File: src/rtl/nios1_pio_pkg.sv
// rtl/nios1_pio_pkg.sv - shared register map and address type for the LED output PIO
package nios1_pio_pkg;

   typedef logic [1:0] pio_addr_t;

   localparam pio_addr_t ADDR_DATA  = 2'd0;
   localparam pio_addr_t ADDR_SET   = 2'd1;
   localparam pio_addr_t ADDR_CLR   = 2'd2;
   localparam pio_addr_t ADDR_BLINK = 2'd3;

endpackage

File: src/rtl/nios1_blink_prescaler.sv
// rtl/nios1_blink_prescaler.sv - blink half-period counter and phase flop (used when NIOS1_PIO_LED_BLINK_EN is defined)
module nios1_blink_prescaler #(
   parameter int DIV = 25000000
) (
   input  logic clk,
   input  logic reset,
   input  logic clear,
   output logic phase,
   output logic wrap
);

   localparam int CW = $clog2(DIV + 1);

   logic [CW-1:0] count;

   // Terminal count; the top uses it to build the next phase value for out_port.
   assign wrap = (count == CW'(DIV - 1));

   // Count 0..DIV-1 and toggle phase on wrap; a clear beats the wrap.
   always_ff @(posedge clk) begin
      if (reset) begin
         count <= '0;
         phase <= 1'b0;
      end else if (clear) begin
         count <= '0;
         phase <= 1'b0;
      end else if (wrap) begin
         count <= '0;
         phase <= ~phase;
      end else begin
         count <= count + 1'b1;
      end
   end

endmodule

File: src/rtl/nios1_pio_led.sv
// rtl/nios1_pio_led.sv - Avalon-MM LED output PIO with set/clear and optional blink (NIOS1_PIO_LED_BLINK_EN)
module nios1_pio_led
   import nios1_pio_pkg::*;
#(
   parameter int          WIDTH       = 18,
   parameter logic [31:0] RESET_VALUE = 32'd0,
   parameter int          BLINK_DIV   = 25000000
) (
   input  logic             clk,
   input  logic             reset,
   input  logic [1:0]       address,
   input  logic             chipselect,
   input  logic             write_n,
   input  logic [31:0]      writedata,
   output logic [31:0]      readdata,
   output logic [WIDTH-1:0] out_port
);

   localparam logic [WIDTH-1:0] RST_VAL = RESET_VALUE[WIDTH-1:0];

   pio_addr_t        addr;
   logic             wr;
   logic [WIDTH-1:0] wd;
   logic [WIDTH-1:0] data_reg;
   logic [WIDTH-1:0] data_next;
   logic [WIDTH-1:0] mask_reg;
   logic [WIDTH-1:0] mask_next;
   logic             phase_next;
   logic             unused_wd_bits;

   assign addr           = address;
   assign wr             = chipselect & ~write_n;
   assign wd             = writedata[WIDTH-1:0];
   assign unused_wd_bits = ^writedata;

   // Next data value from the write decode; SET/CLEAR are read-modify-write in one cycle.
   always_comb begin
      data_next = data_reg;
      if (wr) begin
         case (addr)
            ADDR_DATA: data_next = wd;
            ADDR_SET:  data_next = data_reg | wd;
            ADDR_CLR:  data_next = data_reg & ~wd;
            default:   data_next = data_reg;
         endcase
      end
   end

`ifdef NIOS1_PIO_LED_BLINK_EN
   logic blink_wr;
   logic phase;
   logic wrap;

   assign blink_wr   = wr && (addr == ADDR_BLINK);
   assign mask_next  = blink_wr ? wd : mask_reg;
   // A blink write restarts the pattern in phase 0, even on the wrap cycle.
   assign phase_next = ~blink_wr & (phase ^ wrap);

   // Blink mask register.
   always_ff @(posedge clk) begin
      if (reset) begin
         mask_reg <= '0;
      end else begin
         mask_reg <= mask_next;
      end
   end

   nios1_blink_prescaler #(
      .DIV (BLINK_DIV)
   ) u_prescaler (
      .clk   (clk),
      .reset (reset),
      .clear (blink_wr),
      .phase (phase),
      .wrap  (wrap)
   );
`else
   assign mask_reg   = '0;
   assign mask_next  = '0;
   assign phase_next = 1'b0;
`endif

   // Data register, and LED drive built from next-state values so a write shows on the same edge.
   always_ff @(posedge clk) begin
      if (reset) begin
         data_reg <= RST_VAL;
         out_port <= RST_VAL;
      end else begin
         data_reg <= data_next;
         out_port <= data_next ^ (mask_next & {WIDTH{phase_next}});
      end
   end

   // Read mux registered every edge from current (pre-write) register values.
   always_ff @(posedge clk) begin
      if (reset) begin
         readdata <= 32'd0;
      end else begin
         case (addr)
            ADDR_DATA:  readdata <= 32'(data_reg);
            ADDR_BLINK: readdata <= 32'(mask_reg);
            default:    readdata <= 32'd0;
         endcase
      end
   end

endmodule
File: config.mk
export PLATFORM = sky130hd
export DESIGN_NAME = nios1_pio_led
export DESIGN_NICKNAME = d
export VERILOG_FILES = /design/src/rtl/nios1_pio_pkg.sv /design/src/rtl/nios1_blink_prescaler.sv /design/src/rtl/nios1_pio_led.sv
export SDC_FILE = /design/constraint.sdc
export NUM_CORES = 1
export LEC_CHECK = 0
export CORE_UTILIZATION = 39
export DETAILED_ROUTE_END_ITERATION = 6
export PLACE_DENSITY = 0.8
export SKIP_CTS_REPAIR_TIMING = 1
export SLEW_MARGIN = 5
export SYNTH_ARGS = -nofsm -noshare
export SYNTH_HDL_FRONTEND = slang
export SYNTH_SLANG_ARGS = --single-unit
File: constraint.sdc
create_clock -name clk -period 2.01 [get_ports clk]
set_input_delay 0.402 -clock clk [delete_from_list [all_inputs] [get_ports clk]]
set_output_delay 0.402 -clock clk [all_outputs]
set_load 0.1 [all_outputs]
==> results.tsv, run 1 <==
stage	metric	value	unit
clock_network	total CTS buffers	5	
finish	most frequent cells in the layout	buf_4, dfxtp_1, clkdlybuf4s50_1	
critical_path	Setup Crit Path Kind	input port to flop	
power_and_ir_drop	VDD IR-drop max	0.0003187	V
clock_network	clk sink count	36	
placed_design	total instance count after detailed placement	269	
finish	nets	268	
power_and_ir_drop	P per Cell Area	791.3	mW/mm^2
critical_path	crit path cell chain	clkdlybuf4s50_1 > inv_1 > buf_4 > ha_1 > nor2b_1 > o22ai_1 > a211oi_1	
power_and_ir_drop	Pleak	0.9379	nW
critical_path	crit-path max FO	18	
die	core region area	0.004029	sq mm
drt	Residual DRC	0	
logic_synthesis	Cells after Synth	161	
global_route	gr usage total	0.1791	
min_path	worst hold endpoint	readdata[6]	
sta	Worst-Margin Slew	648.3	ps
critical_path	flop-to-flop setup slack	1300	ps
logic_synthesis	Yosys reg bits	36	
logic_synthesis	Unique masters post-synth	18	
logic_synthesis	Syn Area/Cell	10.23	sq um
power_and_ir_drop	Final Total Pwr	1.799	mW
critical_path	CP Launch Type	input port	
critical_path	Reg-to-Reg Start	data_reg[0]	
drt	DRT Pass-1 Iters	4	
placed_design	hpwl dp	2.521	mm
finish	fin cells	277	
critical_path	delay-heaviest family, CP	buffers and inverters	
logic_synthesis	cell area after synthesis	0.001647	sq mm
die	Rows	23	
critical_path	Critical Path AT	2040	ps
sta	RSZ-0062 raised after global routing	no	
logic_synthesis	Seq/Total Area, Yosys	0.4377	
die	total die area	0.004486	sq mm
sta	Slew headroom	0.5659	
drt	Post-DRT Antenna Nets	0	
clock_network	CTS tree	done	
critical_path	worst path bufs/invs	3	
global_route	antenna violations before repair	0	
job	maxcap violations	0	
die	Die Y	66.98	um
sta	final setup violation count	0	
finish	fin util	0.5643	
drt	final WL	3.696	mm
global_route	largest net degree at the start of global routing	27	
placed_design	Final GP Congestion	0.6800	
min_path	Hold Path Stages	1	
die	Die X	66.98	um
run_status	outcome	completed	
clock_network	H-Tree Depth	2	
sta	clk_skew	8.295	ps
global_route	first-pass GRT wire length	5.899	mm
critical_path	CP max stage cell	ha_1	
placed_design	Buffers on Ports	59	
global_route	grt ovf	0	
critical_path	Reg2Reg Depth	2	
logic_synthesis	Yosys warnings	0	
clock_network	clock-pin slew on the worst setup and hold paths	80	ps
finish	ANT cells	0	
finish	share of cells above drive strength 1	0.3392	
drt	initial DRC count	59	
die	Starting Density	0.4087	
min_path	Hold/Removal Path Class	flop to flop	
die	Ports	88	
sta	Final Hold Viols	0	
sta	Slew Limit Fails	0	
clock_network	clk buf depth	2	
critical_path	Crit Reg-Reg Endpoint	data_reg[0]	
sta	fmax	546.1	MHz
global_route	vias in the first global route	1301	
drt	Via density	4.859	
sta	min Tclk post-route	1831	ps
sta	Tcrit/Tclk final	0.9110	
clock_network	root buf cell	clkbuf_8	
finish	Area Overhead vs Synth	38.07	%
finish	most common cell after layout, fill and taps aside	buf_4	
min_path	hold path start	data_reg[6]	
clock_network	clk_lat worst skew	290	ps
critical_path	CP endpoint kind	flop	
critical_path	worst endpoint required time	2220	ps
drt	Vias	1346	
drt	routed length per instance	13.34	um
critical_path	Crit path largest cell delay	450	ps
==> worst max-delay path by stage <==
| stage | startpoint | end | slack (ps) | cells past startpoint |
|---|---|---|---|---|
| final | address[0] | data_reg[6] | 180 | 7 |
| after global routing | address[0] | data_reg[6] | 7 | 7 |
| after CTS | address[0] | readdata[12] | 10 | 5 |
| after detailed placement | address[0] | readdata[12] | -280 | 5 |
| after global placement | address[0] | readdata[15] | -190 | 5 |
| after floorplan | address[0] | data_reg[12] | 410 | 8 |
==> synth_stat cells, drive strengths merged <==
cell	instances	share of area
dfxtp	36	0.44
and2	18	0.068
inv	2	0.0046
o22ai	18	0.068
nor2b	19	0.072
clkbuf	3	0.0068
ha	4	0.030
nand2b	1	0.0038
nor3b	1	0.011
a211oi	18	0.12
conb	1	0.0023
buf	22	0.098
a21oi	18	0.078
==> layout make-up <==
type | count | area (sq um)
inverters | 2 | 7.507
repair buffers | 70 | 595.6
fillers | 373 | 1755
multi-input cells | 111 | 797.0
clock buffers | 8 | 90.09
flip-flops and latches | 36 | 720.7
well taps | 50 | 62.56
==> worst reg2reg max path: cells and delay by family (launching register included) <==
family             cells  cell delay (ps)
DFF                    1              370
AOI/OAI and AO/OA      2              260
==> cells by family (layout without fill, tap and decap cells) <==
logic type | after synthesis | in the layout | synth area share
other | 1 | 14 | 0.002277
adders and majority gates | 4 | 4 | 0.03040
AOI/OAI and AO/OA | 54 | 54 | 0.2644
and+or+nand+nor | 39 | 39 | 0.1558
buffers and inverters | 27 | 80 | 0.1094
DFF | 36 | 36 | 0.4377
==> per-layer routing <==
layer / GRT usage / part of all wire / up-vias
met3: 0.04966 / 0.062 / 5
met2: 0.3093 / 0.51 / 47
li1: - / - / 674
met4: 0.07979 / 0.015 / 0
met5: 0 / 0 / -
met1: 0.2025 / 0.41 / 620
==> power by group <==
group	switching (mW)	total [mW]	internal, mW
clock	0.251	0.530	0.279
sequential	0.0140	0.747	0.733
combinational	0.380	0.522	0.142
==> per-stage QoR <==
| step | setup TNS (ps) | area (sq um) | hold WS [ps] | worst slack, ps |
|---|---|---|---|---|
| after global placement | -4354 | 2181 | 468.3 | -192.2 |
| after floorplan | 0 | 1695 | 609.0 | 412.4 |
| after detailed placement | -5583 | 2181 | 476.1 | -280.5 |
| after global routing | 0 | 2273 | 513.3 | 6.781 |
| after CTS | 0 | 2271 | 491.9 | 10.88 |
| final | 0 | 2273 | 489.6 | 178.8 |
No activity file was read; power rests on OpenSTA's default activity.
==> inputs of run 2 (changes only) <==
--- a/config.mk
+++ b/config.mk
@@ -7,7 +7,7 @@
 export LEC_CHECK = 0
 export CORE_UTILIZATION = 39
 export DETAILED_ROUTE_END_ITERATION = 6
-export PLACE_DENSITY = 0.8
+export PLACE_DENSITY_LB_ADDON = 0.15
 export SKIP_CTS_REPAIR_TIMING = 1
 export SLEW_MARGIN = 5
 export SYNTH_ARGS = -nofsm -noshare
==> results.tsv, run 2 (synthesis results as in run 1) <==
stage	metric	value	unit
placed_design	hpwl dp	2.636	mm
global_route	largest net degree at the start of global routing	27	
finish	ANT cells	0	
drt	routed length per instance	13.81	um
die	Ports	88	
finish	nets	268	
finish	fin cells	277	
power_and_ir_drop	P per Cell Area	829.4	mW/mm^2
finish	Area Overhead vs Synth	39.13	%
drt	Post-DRT Antenna Nets	0	
sta	fmax	528.5	MHz
placed_design	placed cell areas	0.002181	sq mm
sta	Worst-Margin Slew	649.6	ps
power_and_ir_drop	Final Total Pwr	1.900	mW
drt	DRT Pass-1 Iters	4	
critical_path	Setup Crit Path Kind	input port to flop	
clock_network	clk sink count	36	
critical_path	CP endpoint kind	flop	
power_and_ir_drop	Power Internal	1.243	mW
clock_network	total CTS buffers	5	
sta	min Tclk post-route	1892	ps
global_route	grt ovf	0	
drt	Residual DRC	0	
global_route	vias in the first global route	1244	
die	Rows	23	
power_and_ir_drop	switch share	0.3459	
sta	Slew Limit Fails	0	
min_path	Hold/Removal Path Class	flop to flop	
sta	RSZ-0062 raised after global routing	no	
sta	Final Hold Viols	0	
finish	share of cells above drive strength 1	0.3436	
clock_network	H-Tree Depth	2	
sta	clk_skew	4.949	ps
die	Die Y	66.98	um
clock_network	clk buf depth	2	
die	total die area	0.004486	sq mm
placed_design	total instance count after detailed placement	269	
sta	Tcrit/Tclk final	0.9414	
drt	final WL	3.826	mm
die	Die X	66.98	um
global_route	antenna violations before repair	0	
placed_design	Final GP Congestion	0.7302	
critical_path	crit-path max FO	18	
power_and_ir_drop	Pleak	0.9476	nW
placed_design	Buffers on Ports	59	
clock_network	CTS tree	done	
die	core region area	0.004029	sq mm
finish	most common cell after layout, fill and taps aside	buf_4	
power_and_ir_drop	Sequential Power Share	0.393	
clock_network	clock-pin slew on the worst setup and hold paths	70	ps
power_and_ir_drop	Comb power frac	0.276	
power_and_ir_drop	VDD IR-drop max	0.0003407	V
clock_network	clk_lat worst skew	290	ps
global_route	gr usage total	0.1764	
power_and_ir_drop	Psw	0.6572	mW
run_status	outcome	completed	
critical_path	worst endpoint required time	2210	ps
drt	initial DRC count	59	
critical_path	CP Launch Type	input port	
global_route	first-pass GRT wire length	5.747	mm
sta	final setup violation count	0	
critical_path	Critical Path AT	2090	ps
clock_network	root buf cell	clkbuf_8	
die	Starting Density	0.4087	
drt	Vias	1375	
finish	Design Area, Final	0.002291	sq mm
drt	Via density	4.964	
job	maxcap violations	0	
sta	Slew headroom	0.5650	
finish	filler instances	361	
finish	most frequent cells in the layout	buf_4, dfxtp_1, clkdlybuf4s50_1	
power_and_ir_drop	clock power share	0.331	
## run 2: layer usage
| metal | GRT usage | up-vias | share of wire |
|---|---|---|---|
| li1 | - | 666 | - |
| met1 | 0.1969 | 654 | 0.41 |
| met2 | 0.3056 | 50 | 0.51 |
| met3 | 0.05308 | 5 | 0.059 |
| met4 | 0.07713 | 0 | 0.015 |
| met5 | 0 | - | 0 |
## run 2: power groups by stage
stage	sequential (mW)	clock, mW	combinational [mW]
after global placement	0.763	0	0.514
after global routing	0.749	0.678	0.546
after detailed placement	0.763	0	0.523
after floorplan	0.903	0	0.274
after CTS	0.747	0.641	0.524
final	0.747	0.629	0.524
## run 2: path summary, 6_finish.rpt
check             cells past startpoint     endpoint  slack [ps]         from
setup / recovery                      7  data_reg[8]         120   address[0]
setup reg to reg                      2  data_reg[8]        1260  data_reg[8]
hold / removal                        1  readdata[3]         490  data_reg[3]
hold reg to reg                       1  readdata[3]         490  data_reg[3]
## run 2: area by class of cell
class,instances,area [sq um],area share
multi-input combinational,111,797.0,0.3479
inverter,2,7.507,0.003277
clock buffer,6,72.57,0.03168
sequential,36,720.7,0.3146
tap,50,62.56,0.02731
timing repair buffer,70,595.6,0.2600
clock inverter,2,35.03,0.01529
## run 2: critical path, stage by stage
cell and delay, ps:
clkdlybuf4s50_1 430, inv_1 90, buf_4 100, ha_1 520, nor2b_1 210, o22ai_1 70, a211oi_1 260
## run 2: per-stage QoR
| step | setup slack (ps) | TNS (ps) | hold slack (ps) | util |
|---|---|---|---|---|
| 2_1_floorplan | 412.4 | 0 | 609.0 | - |
| 3_3_place_gp | -228.9 | -5027 | 472.1 | 0.5413 |
| 3_5_place_dp | -292.9 | -7232 | 472.6 | 0.5413 |
| 4_1_cts | 10.57 | 0 | 491.2 | 0.5680 |
| 5_1_grt | 29.91 | 0 | 511.4 | 0.5686 |
| 6_report | 117.9 | 0 | 493.0 | 0.5686 |
==> inputs of run 3 (changes only) <==
--- a/config.mk
+++ b/config.mk
@@ -9,6 +9,7 @@
 export DETAILED_ROUTE_END_ITERATION = 6
 export PLACE_DENSITY_LB_ADDON = 0.15
 export SKIP_CTS_REPAIR_TIMING = 1
+export SKIP_LAST_GASP = 1
 export SLEW_MARGIN = 5
 export SYNTH_ARGS = -nofsm -noshare
 export SYNTH_HDL_FRONTEND = slang
==> results of run 3 <==
No change in the layout: final DEF, timing and power equal those of run 2.
